$ cat src/rtl/arbiter_request_fifo.sv
// Staging FIFO in front of one round-robin arbiter input; request excludes the grant being served.
// Define ARB_FIFO_STATS_EN to add push/pop counters and an occupancy high-water mark.
module arbiter_request_fifo #(
    parameter int WIDTH       = 8,
    parameter int DEPTH       = 16,
    parameter int ALMOST_FULL = 12
) (
    input  logic                       clock,
    input  logic                       rst,
    input  logic                       enabled,
    input  logic                       push,
    input  logic [0:WIDTH-1]           data_in,
    output logic                       full,
    output logic                       almost_full,
    output logic                       empty,
    output logic [$clog2(DEPTH):0]     count,
    output logic                       request,
    input  logic                       ready,
    output logic [0:WIDTH-1]           buffer_out,
    output logic                       overflow_error,
    output logic                       underflow_error
`ifdef ARB_FIFO_STATS_EN
    ,
    output logic [31:0]                push_count,
    output logic [31:0]                pop_count,
    output logic [$clog2(DEPTH):0]     max_count
`endif
);

    localparam int PW = $clog2(DEPTH);
    localparam int CW = PW + 1;

    logic [0:WIDTH-1] mem_q [DEPTH];
    logic [PW-1:0]    rd_ptr_q, rd_ptr_d;
    logic [PW-1:0]    wr_ptr_q, wr_ptr_d;
    logic [CW-1:0]    count_q, count_d;
    logic             ovf_q, ovf_d;
    logic             unf_q, unf_d;
    logic             push_ok, pop_ok, is_empty, is_full;

    assign is_empty = (count_q == '0);
    assign is_full  = (count_q == CW'(DEPTH));
    assign push_ok  = push & ~is_full;
    // ready only pops while the port is enabled; a disabled port ignores it entirely.
    assign pop_ok   = enabled & ready & ~is_empty;

    always_comb begin
        // NOTE: every next-state signal takes its hold value first, so no path can infer a latch.
        rd_ptr_d = rd_ptr_q;
        wr_ptr_d = wr_ptr_q;
        count_d  = count_q;
        ovf_d    = ovf_q | (push & is_full);
        unf_d    = unf_q | (enabled & ready & is_empty);
        if (push_ok) wr_ptr_d = wr_ptr_q + PW'(1);
        if (pop_ok)  rd_ptr_d = rd_ptr_q + PW'(1);
        case ({push_ok, pop_ok})
            2'b10:   count_d = count_q + CW'(1);
            2'b01:   count_d = count_q - CW'(1);
            default: count_d = count_q;
        endcase
    end

    // NOTE: state registers use non-blocking assignments so every flop samples pre-edge values.
    always_ff @(posedge clock or posedge rst) begin
        if (rst) begin
            rd_ptr_q <= '0;
            wr_ptr_q <= '0;
            count_q  <= '0;
            ovf_q    <= 1'b0;
            unf_q    <= 1'b0;
        end else begin
            rd_ptr_q <= rd_ptr_d;
            wr_ptr_q <= wr_ptr_d;
            count_q  <= count_d;
            ovf_q    <= ovf_d;
            unf_q    <= unf_d;
        end
    end

    // NOTE: storage is deliberately not reset; count gates every read, so stale contents never leak.
    always_ff @(posedge clock) begin
        if (push_ok) mem_q[wr_ptr_q] <= data_in;
    end

    assign count           = count_q;
    assign empty           = is_empty;
    assign full            = is_full;
    assign almost_full     = (count_q >= CW'(ALMOST_FULL));
    // Subtract the grant in service so the registered-grant arbiter never grants an empty FIFO.
    assign request         = enabled & (count_q > CW'(ready));
    assign buffer_out      = is_empty ? '0 : mem_q[rd_ptr_q];
    assign overflow_error  = ovf_q;
    assign underflow_error = unf_q;

`ifdef ARB_FIFO_STATS_EN
    logic [31:0]   push_count_q, pop_count_q;
    logic [CW-1:0] max_count_q, max_count_d;

    assign max_count_d = (count_d > max_count_q) ? count_d : max_count_q;

    always_ff @(posedge clock or posedge rst) begin
        if (rst) begin
            push_count_q <= '0;
            pop_count_q  <= '0;
            max_count_q  <= '0;
        end else begin
            push_count_q <= push_count_q + 32'(push_ok);
            pop_count_q  <= pop_count_q + 32'(pop_ok);
            max_count_q  <= max_count_d;
        end
    end

    assign push_count = push_count_q;
    assign pop_count  = pop_count_q;
    assign max_count  = max_count_q;
`endif

endmodule

$ cat config.mk
export PLATFORM = sky130hd
export DESIGN_NAME = arbiter_request_fifo
export DESIGN_NICKNAME = d
export VERILOG_FILES = /design/src/rtl/arbiter_request_fifo.sv
export SDC_FILE = /design/constraint.sdc
export NUM_CORES = 1
export LEC_CHECK = 0
export ABC_AREA = 1
export CORE_MARGIN = 2
export CORE_UTILIZATION = 23
export DETAILED_ROUTE_END_ITERATION = 10
export PLACE_DENSITY_LB_ADDON = 0.3
export SETUP_SLACK_MARGIN = 0.1
export SYNTH_ARGS = -nofsm -noshare
export SYNTH_HDL_FRONTEND = slang
export SYNTH_SLANG_ARGS = --single-unit
$ cat constraint.sdc
create_clock -name clock -period 4.2 [get_ports clock]
set_clock_uncertainty 0.2 [all_clocks]
set_input_delay 1.05 -clock clock [delete_from_list [all_inputs] [get_ports clock]]
set_output_delay 1.05 -clock clock [all_outputs]
set_load 0.005 [all_outputs]
Word level (Yosys, flattened, before mapping)
Memories as Yosys holds them, arrays and structs flattened.
Cells that the tools add are included.
Operators by class
  bitwise gates (word level): 10
  add/subtract/negate cells: 4
  multiplexer cells: 4
  div/mod/pow operators: 0
  multiply operators: 0
  shift-type cells: 0
  $lt $le $gt $ge: 2
  equality and inequality tests: 3
  reduce and logical (&&, ||, !) cells: 2
Operator list (number)
  5-bit one-hot mux with 2 select lines: 1
  4-bit by 1-bit adder with 4-bit output (second input constant): 2
  8-bit two-way mux: 1
  1-bit bitwise AND: 6
  5-bit by 1-bit adder with 5-bit output (second input constant): 1
  5-bit equality test (second input constant): 1
  5-bit by 4-bit >= comparator with 1-bit output (second input constant): 1
  5-bit by 1-bit greater-than comparator with 1-bit output: 1
  5-bit zero test: 1
  5-bit by 1-bit subtractor with 5-bit output (second input constant): 1
  2-bit by 1-bit equality test with 1-bit output (second input constant): 1
  2-bit equality test (second input constant): 1
  1-bit two-way mux: 2
  1-bit inverter: 2
  1-bit bitwise OR: 2
  2-bit nonzero test: 1
Word-level totals
  latch bits: 0
  memories kept: 1
  register bits: 15
  RAM bits: 128
  bits of input ports: 13
  output and inout bits: 19
  ROM bits: 0
  logic and storage cells: 31
Memories
  mem_q: words 16, width 8, rd ports 1, clocked after memory_dff 0, write ports 1, line 33  | logic [0:WIDTH-1] mem_q [DEPTH];

Longest topological paths before layout
  depth in word-level cells: 5
  depth in mapped cells: 18

Worst setup path before layout
Ideal clock, no wire load.
  kind: input to output
  start: in ready
  end: out request
  path slack: 1.421 ns
  required time: 2.950 ns
  path buffers: 0
  arrival time: 1.529 ns
  stages: 4
  cell sequence: ha_1 nor2_1 o21ai_0 inv_1
Between the ends
  cells in the longest elaborated chain, start to end: 2
Ends and longest elaborated chain
  start: declaration: line 18  | input logic ready,
  5-bit by 1-bit greater-than comparator with 1-bit output: line 90  | assign request = enabled & (count_q > CW'(ready));
  1-bit bitwise AND: line 90
  end: declaration: line 17  | output logic request,
No other way between the ends.

Final worst setup path
  start: reg rd_ptr_q[0]
  end: out buffer_out[4] (netlist bit)
Between the ends
  cells in the longest elaborated chain, start to end: 2
Ends and longest elaborated chain
  start: declaration: line 34  | logic [PW-1:0] rd_ptr_q, rd_ptr_d;
  start signal: assignment: line 72  | rd_ptr_q <= rd_ptr_d;
  memory read 16 x 8 bit
  8-bit two-way mux: line 91  | assign buffer_out = is_empty ? '0 : mem_q[rd_ptr_q];
  end: declaration: line 19  | output logic [0:WIDTH-1] buffer_out,
No other way between the ends.

==> results.md <==
- Outcome: finished clean
- # Max-Cap Violations: 0
- Worst Setup End Kind: output pin
- Core ar.: 26700 µm²
- Crit-path max FO: 31
- DR vias: 4102
- Die area: 28200 µm²
- Final hold vios: 0
- Power Dens Cells: 690 nW/µm²
- Max clock buf depth: 2
- Layout area overhead: 21.5%
- Post-CTS Setup Bufs: 0
- Slowest CP cell: clkdlybuf4s50_1
- Hold WS: 255 ps
- Overflow after GRT: 0
- Wirelength per Cell: 16.1 µm
- Drt first pass iters: 6
- Post-DRT Antenna Nets: 0
- Most numerous cell on the critical path: nand3_1
- Unrepaired setup endpoints after global routing: false
- N_diodes: 0
- Leak: 0.00292 µW
- IO buf count: 31
- Peak supply drop: 0.295 mV
- Total negative slack: 0 ps
- Upper clock frequency limit: 266 MHz
- Vias per cell: 4.23
- Synthesized net count: 591
- Warnings, synthesis: 0
- Reg power frac: 0.355
- Die Span X: 168 µm
- DRT iter0 DRCs: 296
- CTS tree: yes
- Routability cong.: 0.742
- Psw: 1870 µW
- Root buffer cell: clkbuf_16
- DR DRC count: 0
- First-pass GRT wire length: 24.0 mm
- TritonCTS Buffers: 17
- Nets@finish: 639
- DPL Wire Length: 10.1 mm
- Cells after Synth: 568
- Clock power frac: 0.285
- Worst Hold Class: reg2reg
- Io pins: 32
- Comb power frac: 0.360
- Largest net degree at the start of global routing: 74
- Worst setup path class: reg2out
- Cell Area, Synth: 6190 µm²
- Setup crit start kind: flop
- Syn Area/Cell: 10.9 µm²
- Initial antenna violation count: 0
- Relative slew slack: 0.477
- Period utilization: 0.894
- Sequential-to-total area share from yosys stat: 0.681
- Distinct cells, synth: 27
- CTS resizes: 0
- Switching share of power: 0.361
- Worst path bufs/invs: 3
- Slew @ Worst Pin: 782 ps
- Starting Density: 0.232
- Setup violations, final: 0
- Critical Path AT: 2510 ps
- Flops & latches, synth: 143
- Crit path largest cell delay: 520 ps
- Share of layout cells above drive strength 1: 0.103
- Number of global-route vias before repair: 4067
- Slew Viols, Final: 0
- Worst-skew pair later-pin latency: 420 ps
- Delay-heaviest family, CP: buffers and inverters
- Tmin final: 3760 ps
- # H-tree levels: 4
- WP data required: 2950 ps
- Drt total wl: 15.7 mm
- Clk slew on worst S/H paths: 60 ps
- Critical Path, Cell by Cell: inv_4 > buf_12 > nand2_1 > nand3_1 > nand3_1 > nand3_1 > nand2_1 > nor2_1 > clkdlybuf4s50_1
- Std-Cell Rows: 60
- Gr usage total: 0.116
- CTS Sinks: 143
- Int Power: 3320 µW
- CTS Hold Bufs: 0
- Die Y: 168 µm
==> per-layer routing <==
metal | global-route usage | share of wire
met2 | 0.187 | 0.48
met4 | 0.0476 | 0.021
met5 | 0 | 0
met1 | 0.149 | 0.45
met3 | 0.0282 | 0.050
==> power by group through the flow <==
| stage | combinational [µW] | clock (µW) | sequential [µW] |
|---|---|---|---|
| finish | 1870 | 1480 | 1840 |
| global route | 2090 | 1580 | 1870 |
| global placement | 1900 | 0 | 1870 |
| floorplan | 1150 | 0 | 1840 |
| CTS | 1910 | 1510 | 1850 |
| detailed placement | 1900 | 0 | 1870 |
==> area by class of cell <==
cell class,instances,area (µm²)
clock buffers,20,437
clock inverters,12,138
fillers,2789,19200
inverters,35,134
multi-input cells,368,1680
flip-flops and latches,143,4220
well taps,341,427
repair buffers,51,485
==> flip-flops by register name, indices dropped and copies added, names as in the netlist <==
signal / count
rd_ptr_q: 4
wr_ptr_q: 4
overflow_error: 1
count: 5
underflow_error: 1
mem_q: 128
==> final timing paths <==
path	endpoint	startpoint	slack [ps]	cells after the start
worst max-delay path	buffer_out[4]	rd_ptr_q[0]	440	9
worst min-delay path	overflow_error	overflow_error	250	1
worst max register to register	count[4]	count[2]	1040	18
worst min register to register	overflow_error	overflow_error	250	1
max in group asynchronous	rd_ptr_q[0]	rst	2540	2
min in group asynchronous	underflow_error	rst	810	2
==> Yosys cell counts <==
master	instances	area, µm²
nand2_1	206	773
o21ai_1	2	10.0
a21oi_1	40	200
buf_8	2	30.0
o21bai_1	2	15.0
nor2_2	1	6.26
buf_2	12	60.1
ha_1	10	125
inv_1	27	101
a21o_1	1	7.51
nand2_2	6	37.5
o21ai_0	13	65.1
nor2_1	28	105
xor2_1	5	43.8
nand3_1	49	245
nand3b_1	1	7.51
buf_4	2	15.0
edfxtp_1	128	3840
xnor2_1	2	17.5
inv_4	1	6.26
clkinv_1	1	3.75
nor2_4	1	11.3
buf_6	4	45.0
nand3_2	1	10.0
inv_2	6	22.5
dfrtp_1	15	375
clkbuf_1	2	7.51
==> per-stage QoR <==
| step | setup slack (ps) | instance area (µm²) | utilization | std cells | power, µW |
|---|---|---|---|---|---|
| 6_report | 444 | 7520 | 0.281 | 970 | 5190 |
| 5_1_grt | 255 | 7520 | 0.281 | 970 | 5530 |
| 4_1_cts | 361 | 7520 | 0.281 | 970 | 5260 |
| 3_5_place_dp | 459 | 6950 | 0.260 | 938 | 3780 |
| 3_3_place_gp | 464 | 6950 | 0.260 | 938 | 3770 |
| 2_1_floorplan | 1420 | 6190 | - | 568 | 2990 |
==> logic make-up after synthesis <==
group	synth area share
AOI/OAI and AO/OA	0.0481
and+or+nand+nor	0.193
xor gates and xnor gates	0.00990
DFF	0.681
buffers and inverters	0.0471
adders and majority gates	0.0202
==> cells in the final DEF (no fill, tap or decap), types with 2 or more instances in the layout <==
cell type          n
a21oi_1           40
clkbuf_16         17
clkinv_4           3
o21ai_1            2
buf_4             18
bufinv_16          2
nand2_2            6
dfrtp_1           14
nand2_1          206
clkdlybuf4s50_1   31
o21ai_0           13
clkinv_1           2
xor2_1             5
clkinvlp_4         4
o21bai_1           2
edfxtp_1         128
inv_2              6
clkbuf_1           3
xnor2_1            2
buf_12             2
nand3_1           49
inv_6              2
ha_1              10
nor2_1            28
inv_1             27
Note: power is estimated with default switching activity, not from simulation.
